`src/rtl/muldiv_unit.sv`:
```
// rtl/muldiv_unit.sv - sequential shift-add multiply / restoring divide unit feeding HI/LO
// Optional feature macro: MULDIV_UNSIGNED_EN (op[1]=1 selects unsigned operation).
module muldiv_unit #(
  parameter int WIDTH = 32,
  parameter int CNT_W = $clog2(WIDTH) + 1
) (
  input  logic             clk,
  input  logic             reset,
  input  logic             start,
  input  logic [1:0]       op,
  input  logic [WIDTH-1:0] a,
  input  logic [WIDTH-1:0] b,
  output logic [WIDTH-1:0] hi,
  output logic [WIDTH-1:0] lo,
  output logic             busy,
  output logic             done,
  output logic             div_zero
);

  typedef enum logic [1:0] {IDLE, RUN, FIX, DZ} stateT;

  stateT            state, nextState;
  logic [CNT_W-1:0] count;
  logic             isDiv, negLo, negHi;
  logic [WIDTH-1:0] divisor, workHi, workLo;

  logic             isSigned, aNeg, bNeg;
  logic [WIDTH-1:0] aMag, bMag;
  logic [WIDTH:0]   mulSum, divShift, divDiff;
  logic [2*WIDTH-1:0] product, productFix;

`ifdef MULDIV_UNSIGNED_EN
  assign isSigned = ~op[1];
`else
  // op[1] is a don't-care in signed-only builds; the OR folds to constant 1
  assign isSigned = op[1] | 1'b1;
`endif

  assign aNeg = isSigned & a[WIDTH-1];
  assign bNeg = isSigned & b[WIDTH-1];
  assign aMag = aNeg ? -a : a;
  assign bMag = bNeg ? -b : b;

  // workHi/workLo double as accumulator/multiplier or remainder/quotient
  always_comb begin
    mulSum     = {1'b0, workHi} + (workLo[0] ? {1'b0, divisor} : '0);
    divShift   = {workHi, workLo[WIDTH-1]};
    divDiff    = divShift - {1'b0, divisor};
    product    = {workHi, workLo};
    productFix = negLo ? -product : product;
  end

  always_ff @(posedge clk or posedge reset) begin
    if (reset) state <= IDLE;
    else       state <= nextState;
  end

  always_comb begin
    nextState = state;
    case (state)
      IDLE:    if (start) nextState = (op[0] && b == '0) ? DZ : RUN;
      RUN:     if (count == CNT_W'(1)) nextState = FIX;
      FIX:     nextState = IDLE;
      DZ:      nextState = IDLE;
      default: nextState = IDLE;
    endcase
  end

  assign busy = (state != IDLE);

  always_ff @(posedge clk or posedge reset) begin
    if (reset) begin
      count    <= '0;
      isDiv    <= 1'b0;
      negLo    <= 1'b0;
      negHi    <= 1'b0;
      divisor  <= '0;
      workHi   <= '0;
      workLo   <= '0;
      hi       <= '0;
      lo       <= '0;
      done     <= 1'b0;
      div_zero <= 1'b0;
    end else begin
      done <= 1'b0;
      case (state)
        IDLE: begin
          if (start) begin
            isDiv    <= op[0];
            negLo    <= aNeg ^ bNeg;
            negHi    <= aNeg;
            divisor  <= bMag;
            workHi   <= '0;
            workLo   <= aMag;
            count    <= CNT_W'(WIDTH);
            div_zero <= 1'b0;
          end
        end
        RUN: begin
          count <= count - CNT_W'(1);
          if (isDiv) begin
            // restoring step: keep the trial difference only when it did not borrow
            if (!divDiff[WIDTH]) begin
              workHi <= divDiff[WIDTH-1:0];
              workLo <= {workLo[WIDTH-2:0], 1'b1};
            end else begin
              workHi <= divShift[WIDTH-1:0];
              workLo <= {workLo[WIDTH-2:0], 1'b0};
            end
          end else begin
            workHi <= mulSum[WIDTH:1];
            workLo <= {mulSum[0], workLo[WIDTH-1:1]};
          end
        end
        FIX: begin
          done <= 1'b1;
          if (isDiv) begin
            hi <= negHi ? -workHi : workHi;
            lo <= negLo ? -workLo : workLo;
          end else begin
            {hi, lo} <= productFix;
          end
        end
        DZ: begin
          done     <= 1'b1;
          div_zero <= 1'b1;
        end
        default: ;
      endcase
    end
  end

endmodule
```
`config.mk`:
```
export PLATFORM = sky130hd
export DESIGN_NAME = muldiv_unit
export DESIGN_NICKNAME = d
export VERILOG_FILES = /design/src/rtl/muldiv_unit.sv
export SDC_FILE = /design/constraint.sdc
export NUM_CORES = 1
export LEC_CHECK = 0
export CORE_ASPECT_RATIO = 1.2
export CORE_MARGIN = 5
export CORE_UTILIZATION = 45
export DETAILED_ROUTE_END_ITERATION = 8
export PLACE_DENSITY = 0.65
export SLEW_MARGIN = 20
export SYNTH_ARGS = -nofsm -noshare
export SYNTH_HDL_FRONTEND = slang
export SYNTH_SLANG_ARGS = --single-unit
```
`constraint.sdc`:
```
create_clock -name clk -period 10.6 [get_ports clk]
set_input_delay 3.18 -clock clk [delete_from_list [all_inputs] [get_ports clk]]
set_output_delay 3.18 -clock clk [all_outputs]
set_load 0.05 [all_outputs]
```
==> results.txt <==
* Outcome: finished clean
* Post-Synthesis Cells: 1,681
- Initial Util: 0.4575
- The path class of the tightest hold or removal check is flip-flop to flip-flop.
* Clock latency on the worst-skew pair: 440 ps
- Summed over all failing endpoints, the final setup total negative slack is 0 ps.
- At the placement stage, the worst setup path has a slack of 4082 ps.
- Most used cell along the critical path: nand2b_1
- Synthesis instantiated 69 different standard cells from the library.
- Startpoint type of the worst setup path: input port
- RSZ-0062 raised after global routing: no
- Data arrival time of the worst path: 6310 ps
- Kind of capture point of the worst setup path: flip-flop
- Per-cell via count in the routed design: 5.769
- Entering global routing, the biggest net connects 121 pins.
- For this design the top-level I/O count stands at 136.
* Worst rel slew slack: 0.3369
- Cell taking the most area after synthesis: dfrtp_1
* CP max-delay cell: or4_1
* Detailed Routing Iterations Pass 1: 5
* Ratio of cells with drive above 1 in the final layout: 0.04016
- Most used flip-flop cell after synthesis: dfrtp_1
- Largest stage delay on the critical path: 600 ps
- After synthesis, the most frequently instantiated cells are 219 x nand2_1, 175 x o21ai_0, 173 x dfrtp_1, 111 x xor2_1, 104 x nor2_1.
- Hold buffers post-CTS: 0
- TritonCTS built the clock tree.
- Summed over all cells, the static leakage comes to 6.678 nW.
* Vias post-DR: 12,460
- The floorplan step defined a die boundary enclosing 0.03378 mm2.
- In this run, CTS created clock tree buffers numbering 17.
- Required time reported for the critical path endpoint: 10,900 ps
- Post-route clock skew: 12.87 ps
- In the final layout, the multi-input gates occupy 0.008677 mm2.
- Core area: 0.02970 mm2
- After synthesis, the mean cell area works out to 8.083 um2.
* Cell Rows: 69
- Of all flip-flops after synthesis, the portion carrying an async set or reset was 1.000.
- Worst hold slack after final layout: 479.4 ps
- For this run, the share of the core covered by cells in the final layout is 0.5314.
* Avg WL per Cell: 17.95 um
- Highest achievable clock rate: 0.1663 GHz
- Setup violations remaining at the end of the flow were counted as 0.
- Internal power comes to 2.796 mW.
* Net count after synthesis: 1,822
- Critical path cell sequence: clkdlybuf4s50_1 > or4_1 > nor4_1 > nand2b_1 > or4_1 > nand2b_1 > nand2b_1 > o41ai_1 > xor2_1 > o21ai_1
* Leading cell type by number of instances after synthesis: nand2_1
- Final worst-path cycle share: 0.5672
* Fraction of post-synthesis cell area in the top cell type by area: 0.3186
- Number of enable-type register cells in the synthesized netlist: 0
- Seq/Total Area, Yosys: 0.3186
* Clock period minus worst slack: 6012 ps
- Post-route ant nets: 0
- The total count of hold-check failures in the final report came to 0.
- Total detailed-routing wirelength: 38.78 mm
- Worst-Margin Slew: 994.7 ps
* Switching component of the power: 3.052 mW
- Area contributors post-synth: dfrtp_1 32%, xor2_1 7.2%, ha_1 6.4%, o21ai_0 6.4%, nand2_1 6.1%
- The count of final max-slew check failures is 0.
- Registers take 0.004330 mm2.
- Worst ir drop on vdd: 0.1630 mV
- The floorplan step set the die height to 200.3 um.
- Across every metal layer, demand over resource in global routing totals 0.2274.
- During placement, the flow inserted port buffers numbering 134.
- DPL Wire Length: 29.29 mm
* Total power density per cell area: 370.6 mW/mm2
- WS Path Type: input port to flip-flop
- Relative contribution of sequential cells to total power: 0.238
* Clock tree buffer depth: 2
- The first global-routing pass estimated 62.89 mm of wire.
* Ys Warns: 0
* Setup slack after layout: 4588 ps
* Fill count: 2,867
- Buffer and inverter count on the worst path: 1
* Power share of the clock group: 0.105
* Number of antenna violations at the first check in global routing: 2
* Post-route DRC: 0
* Clock tree root buffer cell: clkbuf_16
* Remaining global-route overflow: 0
* Area delta synth->final: 16.15%
* Overall power after layout: 5.848 mW
- Post-Syn Area: 0.01359 mm2
* Max-cap violations: 0
- Of the total power, the share spent switching nets is 0.5219.
- Number of sinks handled by clock tree synthesis: 173
- Final weighted congestion in routability-driven placement: 0.8935
- Total setup buffers inserted after CTS: 0
- The H-tree was split into 4 levels.
- Via count of the first global-routing pass: 11,990
- DRC marker count from the first detailed-route iteration: 965
* Gate power share: 0.657
- # nets final: 1,896
- After clock tree synthesis, the clock-pin slew on the worst setup and hold paths is 70 ps.
- After clock tree synthesis, the repair step resized 0 gates.
- CP top delay family: simple AND/OR/NAND/NOR gates
- Yosys reg bits: 173
- In this run the worst path has a maximum fanout of 4.
- Measured along the x axis, the die boundary spans 168.6 um.
-- flip-flops by register name (all words and copies together), names as in the netlist --
name      cells
divisor      32
hi           32
lo           32
workHi       32
workLo       32
count         6
state         2
div_zero      1
done          1
isDiv         1
negHi         1
negLo         1
-- worst reg2reg max path, stage by stage, from the launching register on --
cell and delay [ps]:
dfrtp_1 470, inv_1 80, buf_4 340, nor2_1 110, ha_1 380, and3_1 250, nand3_1 90, o2111ai_1 270
a221oi_1 130, buf_4 190, o31ai_1 510, a21boi_0 300, o41ai_1 650, mux2i_1 190, a211oi_1 230
-- area by class of cell --
class	count	share of cell area
antenna	2	0.0003171
tap	390	0.03092
timing repair buffer	150	0.09355
clock inverter	14	0.007611
sequential	173	0.2744
inverter	64	0.01554
clock buffer	18	0.02783
multi-input combinational	1349	0.5498
-- through the flow --
stage	cells	cell area (um2)
after CTS	2157	15750
after global placement	2125	15190
after global routing	2160	15780
after floorplan	1681	13590
final	2160	15780
after detailed placement	2125	15190
-- power by group through the flow --
stage          clock network, mW  logic (mW)  registers (mW)
2_1_floorplan                  0        2.59            1.56
3_3_place_gp                   0        3.77            1.38
3_5_place_dp                   0        3.81            1.39
4_1_cts                    0.627        3.83            1.38
5_1_grt                    0.654        4.23            1.43
6_report                   0.614        3.84            1.39
-- cell usage in the layout (no fill, tap or decap), drive strengths merged, types with 16 or more instances in the layout --
cell	instances
a21o	28
a21oi	87
a22oi	20
a31oi	19
buf	17
clkbuf	18
clkdlybuf4s50	133
dfrtp	173
ha	70
inv	73
mux2i	50
nand2	219
nand2b	21
nand3	30
nor2	106
nor3	39
o211ai	32
o21ai	229
o31ai	32
o41ai	16
or3	16
or4	19
xnor2	60
xor2	111
-- layer usage --
layer	global-route usage	wire length (um)	share of wire
met4	0.07741	1060	0.027
met2	0.3639	17570	0.45
met5	0	0	0
met3	0.03194	1911	0.049
met1	0.3166	18240	0.47
-- logic make-up (layout without fill, tap and decap cells) --
logic type               Yosys count  after routing  synth area share
AO/OA/AOI/OAI                    537            537            0.2435
AND/OR/NAND/NOR                  519            519            0.1786
flip-flops                       173            173            0.3186
XOR/XNOR                         171            171            0.1102
buffers and inverters            159            246           0.04485
adder cells (fa/ha/maj)           72             72           0.06741
multiplexers                      50             50           0.03684
other                              0              2                 0
-- worst paths after layout --
| path | start | end | slack [ps] | cells past startpoint |
|---|---|---|---|---|
| max in group asynchronous | reset | workLo[2] | 6050 | 4 |
| min in group asynchronous | reset | hi[13] | 3320 | 2 |
| max reg2reg | workLo[0] | workHi[30] | 6350 | 14 |
| min reg2reg | divisor[9] | divisor[9] | 480 | 2 |
| min | divisor[9] | divisor[9] | 480 | 2 |
| max | b[8] | divisor[29] | 4590 | 10 |
Note: power is estimated with default switching activity, not from simulation.
==> variant 1, RTL diff (same settings) <==
The option `MULDIV_UNSIGNED_EN` is turned on by a define.
--- a/src/rtl/muldiv_unit.sv
+++ b/src/rtl/muldiv_unit.sv
@@ -1,5 +1,7 @@
 // rtl/muldiv_unit.sv - sequential shift-add multiply / restoring divide unit feeding HI/LO
 // Optional feature macro: MULDIV_UNSIGNED_EN (op[1]=1 selects unsigned operation).
+`define MULDIV_UNSIGNED_EN
+
 module muldiv_unit #(
   parameter int WIDTH = 32,
   parameter int CNT_W = $clog2(WIDTH) + 1
Function: no difference found for any inputs over 10 cycles, from zero or initial values and one cycle with reset high; that may be too few to reach the edited logic, so the function may still have changed.
==> variant 1 against the unedited design <==
- synthesized area is 0.16% higher
- maximum frequency is 6.5% higher
- critical path depth stayed put
- sequential cell count stayed put
- clock power is 0.8% lower
- sequential share of layout area hardly changed
- final area is 0.17% lower
- worst setup slack better by 0.37 ns
- total power is 1.1% lower
- wire length is 0.23% higher
- global-route usage hardly changed
==> variant 1: results (changes against the unedited design) <==
1st-iter DRT viols=989 (+2.5%); Overall Global Routing Usage=22.8% (+0.037 points); Distinct cells, synth=72 (+4.3%); compound-cell area share of the yosys netlist=23.1% (-1.3 points); Peak VDD IR=0.170 mV (+4.2%); register area share after synthesis=31.8% (-0.050 points); CP startpoint=a[8]; gpl congestion=0.923 (+3.2%); post-synthesis mux area share=4.45% (+0.77 points); Placed Area=15,200 µm² (-0.14%); Critical R2R Capture=workHi[28]; top post-synthesis cells by area=dfrtp_1, o21ai_0, ha_1; Hold EP=hi[11]; clk_skew=0.0118 ns (-0.00103 ns); Worst Setup EP=workLo[27]; net switching power=0.00298 W (-2.3%); Synth Area per Inst=8.15 µm² (+0.88%); Routed wire per std cell=18.1 µm (+0.84%); Syn Nets=1,810 (-0.66%); Gate power share=65.9% (+0.2 points); Critical Path AT=5.97 ns (-0.34 ns); status=finished clean; Synth top cells by count=o21ai_0, nand2_1, dfrtp_1; Placed Instances=2,114 (-0.52%); Flop pwr share=23.6% (-0.2 points); clock root buffer master=clkbuf_16; Final Net Count=1,885 (-0.58%); delay-heaviest family, CP=simple AND/OR/NAND/NOR gates; crit-path max cell delay=0.60 ns (about the same); Antenna Cells=0 (-2); Reg2Reg Depth=14 (unchanged); PwrDens=367 nW/µm² (-0.96%); initial antenna violation count=1 (-1); LEAKAGE=6.60 nW (-1.1%); max_slew headroom=32.8% (-0.86 points); XOR/XNOR share of the synthesized area=10.4% (-0.66 points); HP Class=flip-flop to flip-flop; Synth Area in Adders=6.73% (-0.011 points); share of cells above drive strength 1=4.84% (+0.82 points); flop-to-flop setup slack=6.41 ns (+0.06 ns); largest net degree at the start of global routing=129 (+6.6%); vias in the first global route=12,100 (+1.3%); first-pass GRT wire length=63,600 µm (+1.1%); hold_sp=hi[11]; port bufs=135 (+0.75%); worst-path fanout max=5 (+1); HPWL after DPL=28,700 µm (-2.0%); DR vias=12,500 (-0.024%); Hold Slack=0.477 ns (-0.00231 ns); Total Wirelength=38,900 µm (+0.23%)
## variant 1: changes by cell type in the layout (fill, tap and decap cells not counted), moves of 10 or more
cell     change
nand2_1     -14
nor2_1      +15
o21ai_0     +42
o21ai_1     -50
o31ai_1     -10
xnor2_1     +12
xor2_1      -22
## variant 1: cell type report
cell class / instances / area [µm²]
timing repair buffer: 147 / 1460
inverter: 56 / 215
fill: 2866 / 13900
tap: 390 / 488
multi-input combinational: 1349 / 8710
clock buffer: 19 / 443
clock inverter: 13 / 108
sequential: 173 / 4330
## variant 1: metal layers
metal / global-route usage, % / routed length, µm / share of wire (%)
met5: 0 / 20 / 0.051
met4: 6.52 / 826 / 2.1
met1: 31.8 / 17700 / 45
met3: 4.12 / 2580 / 6.6
met2: 36.2 / 17800 / 46
## variant 1: through the flow
stage	utilization [%]	setup slack, ns
2_1_floorplan	-	2.73
3_3_place_gp	51.1	4.59
3_5_place_dp	51.1	4.55
4_1_cts	52.9	5.01
5_1_grt	53.1	4.75
6_report	53.1	4.95
==> variant 2, RTL diff (same settings) <==
Made on the original files. Register the output `lo` once more, cleared by the reset; this adds one clock of latency there. The other outputs are not delayed to match.
--- a/src/rtl/muldiv_unit.sv
+++ b/src/rtl/muldiv_unit.sv
@@ -18,6 +18,8 @@
 );
 
   typedef enum logic [1:0] {IDLE, RUN, FIX, DZ} stateT;
+
+  logic [WIDTH-1:0] lo_s0;
 
   stateT            state, nextState;
   logic [CNT_W-1:0] count;
@@ -78,7 +80,7 @@
       workHi   <= '0;
       workLo   <= '0;
       hi       <= '0;
-      lo       <= '0;
+      lo_s0    <= '0;
       done     <= 1'b0;
       div_zero <= 1'b0;
     end else begin
@@ -116,9 +118,9 @@
           done <= 1'b1;
           if (isDiv) begin
             hi <= negHi ? -workHi : workHi;
-            lo <= negLo ? -workLo : workLo;
+            lo_s0 <= negLo ? -workLo : workLo;
           end else begin
-            {hi, lo} <= productFix;
+            {hi, lo_s0} <= productFix;
           end
         end
         DZ: begin
@@ -130,4 +132,12 @@
     end
   end
 
+  always_ff @(posedge clk or posedge reset) begin
+    if (reset) begin
+      lo <= '0;
+    end else begin
+      lo <= lo_s0;
+    end
+  end
+
 endmodule
Function: same outputs for any inputs over 10 cycles, from zero or initial values and one cycle with reset high; that may be too few to reach the edited logic, so the function may still have changed.
==> variant 2 against the unedited design <==
- wire length rose by 3.2%
- sequential power grew 12%
- via count is essentially flat
- final area up 5.8%
- worst setup slack improved by 0.031 ns
- sequential cell count rose by 32
- die area is 5.0% higher
- synthesized area grew 5.3%
- register-to-register slack got worse by 0.17 ns
- total power is 4.5% higher
- hold slack got worse by 0.11 ns
- critical endpoint is now state[1]
- largest cell class unchanged
- largest power group unchanged
==> variant 2: results (changes against the unedited design) <==
Buffers, non-clock=145 (-3.3%); Synth top cells by count=nand2_1, dfrtp_1, o21ai_0; clk buf depth=3 (+1); Vias/cell=5.70 (-1.1%); Placed Instances=2,146 (+0.99%); Mapped Cells=1,689 (+0.48%); clk_lat worst skew=0.51 ns (+0.07 ns); NonClk Buf Share=8.52% (-0.84 points); Overall Global Routing Usage=22.1% (-0.62 points); status=finished clean; share of cells above drive strength 1=4.43% (+0.41 points); largest net degree at the start of global routing=131 (+8.3%); invs w/o clock=62 (-3.1%); Peak VDD IR=0.225 mV (+38%); HPWL after DPL=29,900 µm (+2.2%); clk_skew=0.0134 ns (+0.000500 ns); first-pass GRT wire length=65,200 µm (+3.6%); Critical Path AT=6.41 ns (+0.10 ns); DR vias=12,500 (+0.088%); crit-path max cell delay=0.62 ns (+0.02 ns); Final Net Count=1,910 (+0.74%); multi-input gates=1,333 (-1.2%); fill cell count=2,872 (+0.17%); 1st-iter DRT viols=946 (-2.0%); clk tree area frac=4.73% (+1.2 points)
==> variant 2: power breakdown <==
part | leakage (nW) | internal (W) | switching [W] | total (W)
sequential | 2.56 | 0.00114 | 0.000410 | 0.00155
combinational | 4.23 | 0.00141 | 0.00231 | 0.00372
clock | 0.376 | 0.000508 | 0.000327 | 0.000836
==> variant 2: worst register-to-register path, delay by kind of cell (launching register included) <==
family | cells | cell delay, ns
AND/OR/NAND/NOR | 3 | 0.57
flip-flops | 1 | 0.53
AO/OA/AOI/OAI | 6 | 1.86
buffers and inverters | 2 | 0.71
adder cells (fa/ha/maj) | 2 | 0.64
==> variant 2: cells by family (layout without fill, tap and decap cells) <==
group,Yosys count,count (layout),share of synthesized area [%]
AOI/OAI and AO/OA,536,536,22.9
xor gates and xnor gates,172,172,10.5
adders and majority gates,72,72,6.40
buffers and inverters,151,246,4.14
DFF,205,205,35.9
muxes,44,44,3.08
other,0,2,0
and+or+nand+nor,509,509,17.1
==> variant 2: layer usage <==
layer	up-vias	wire length (µm)	track usage [%]
met3	92	1750	2.68
met1	5846	17200	28.2
li1	6206	-	-
met2	329	18900	37.5
met4	0	2100	10.7
met5	-	0	0
==> variant 2: path summary, 6_finish.rpt <==
| kind | end | slack [ns] | cells after the start |
|---|---|---|---|
| min | lo[7] | 0.37 | 0 |
| min in group asynchronous | hi[31] | 3.27 | 2 |
| max | state[1] | 4.62 | 10 |
| max in group asynchronous | isDiv | 6.06 | 3 |
| min reg2reg | lo[7] | 0.37 | 0 |
| max reg2reg | workHi[25] | 6.18 | 13 |
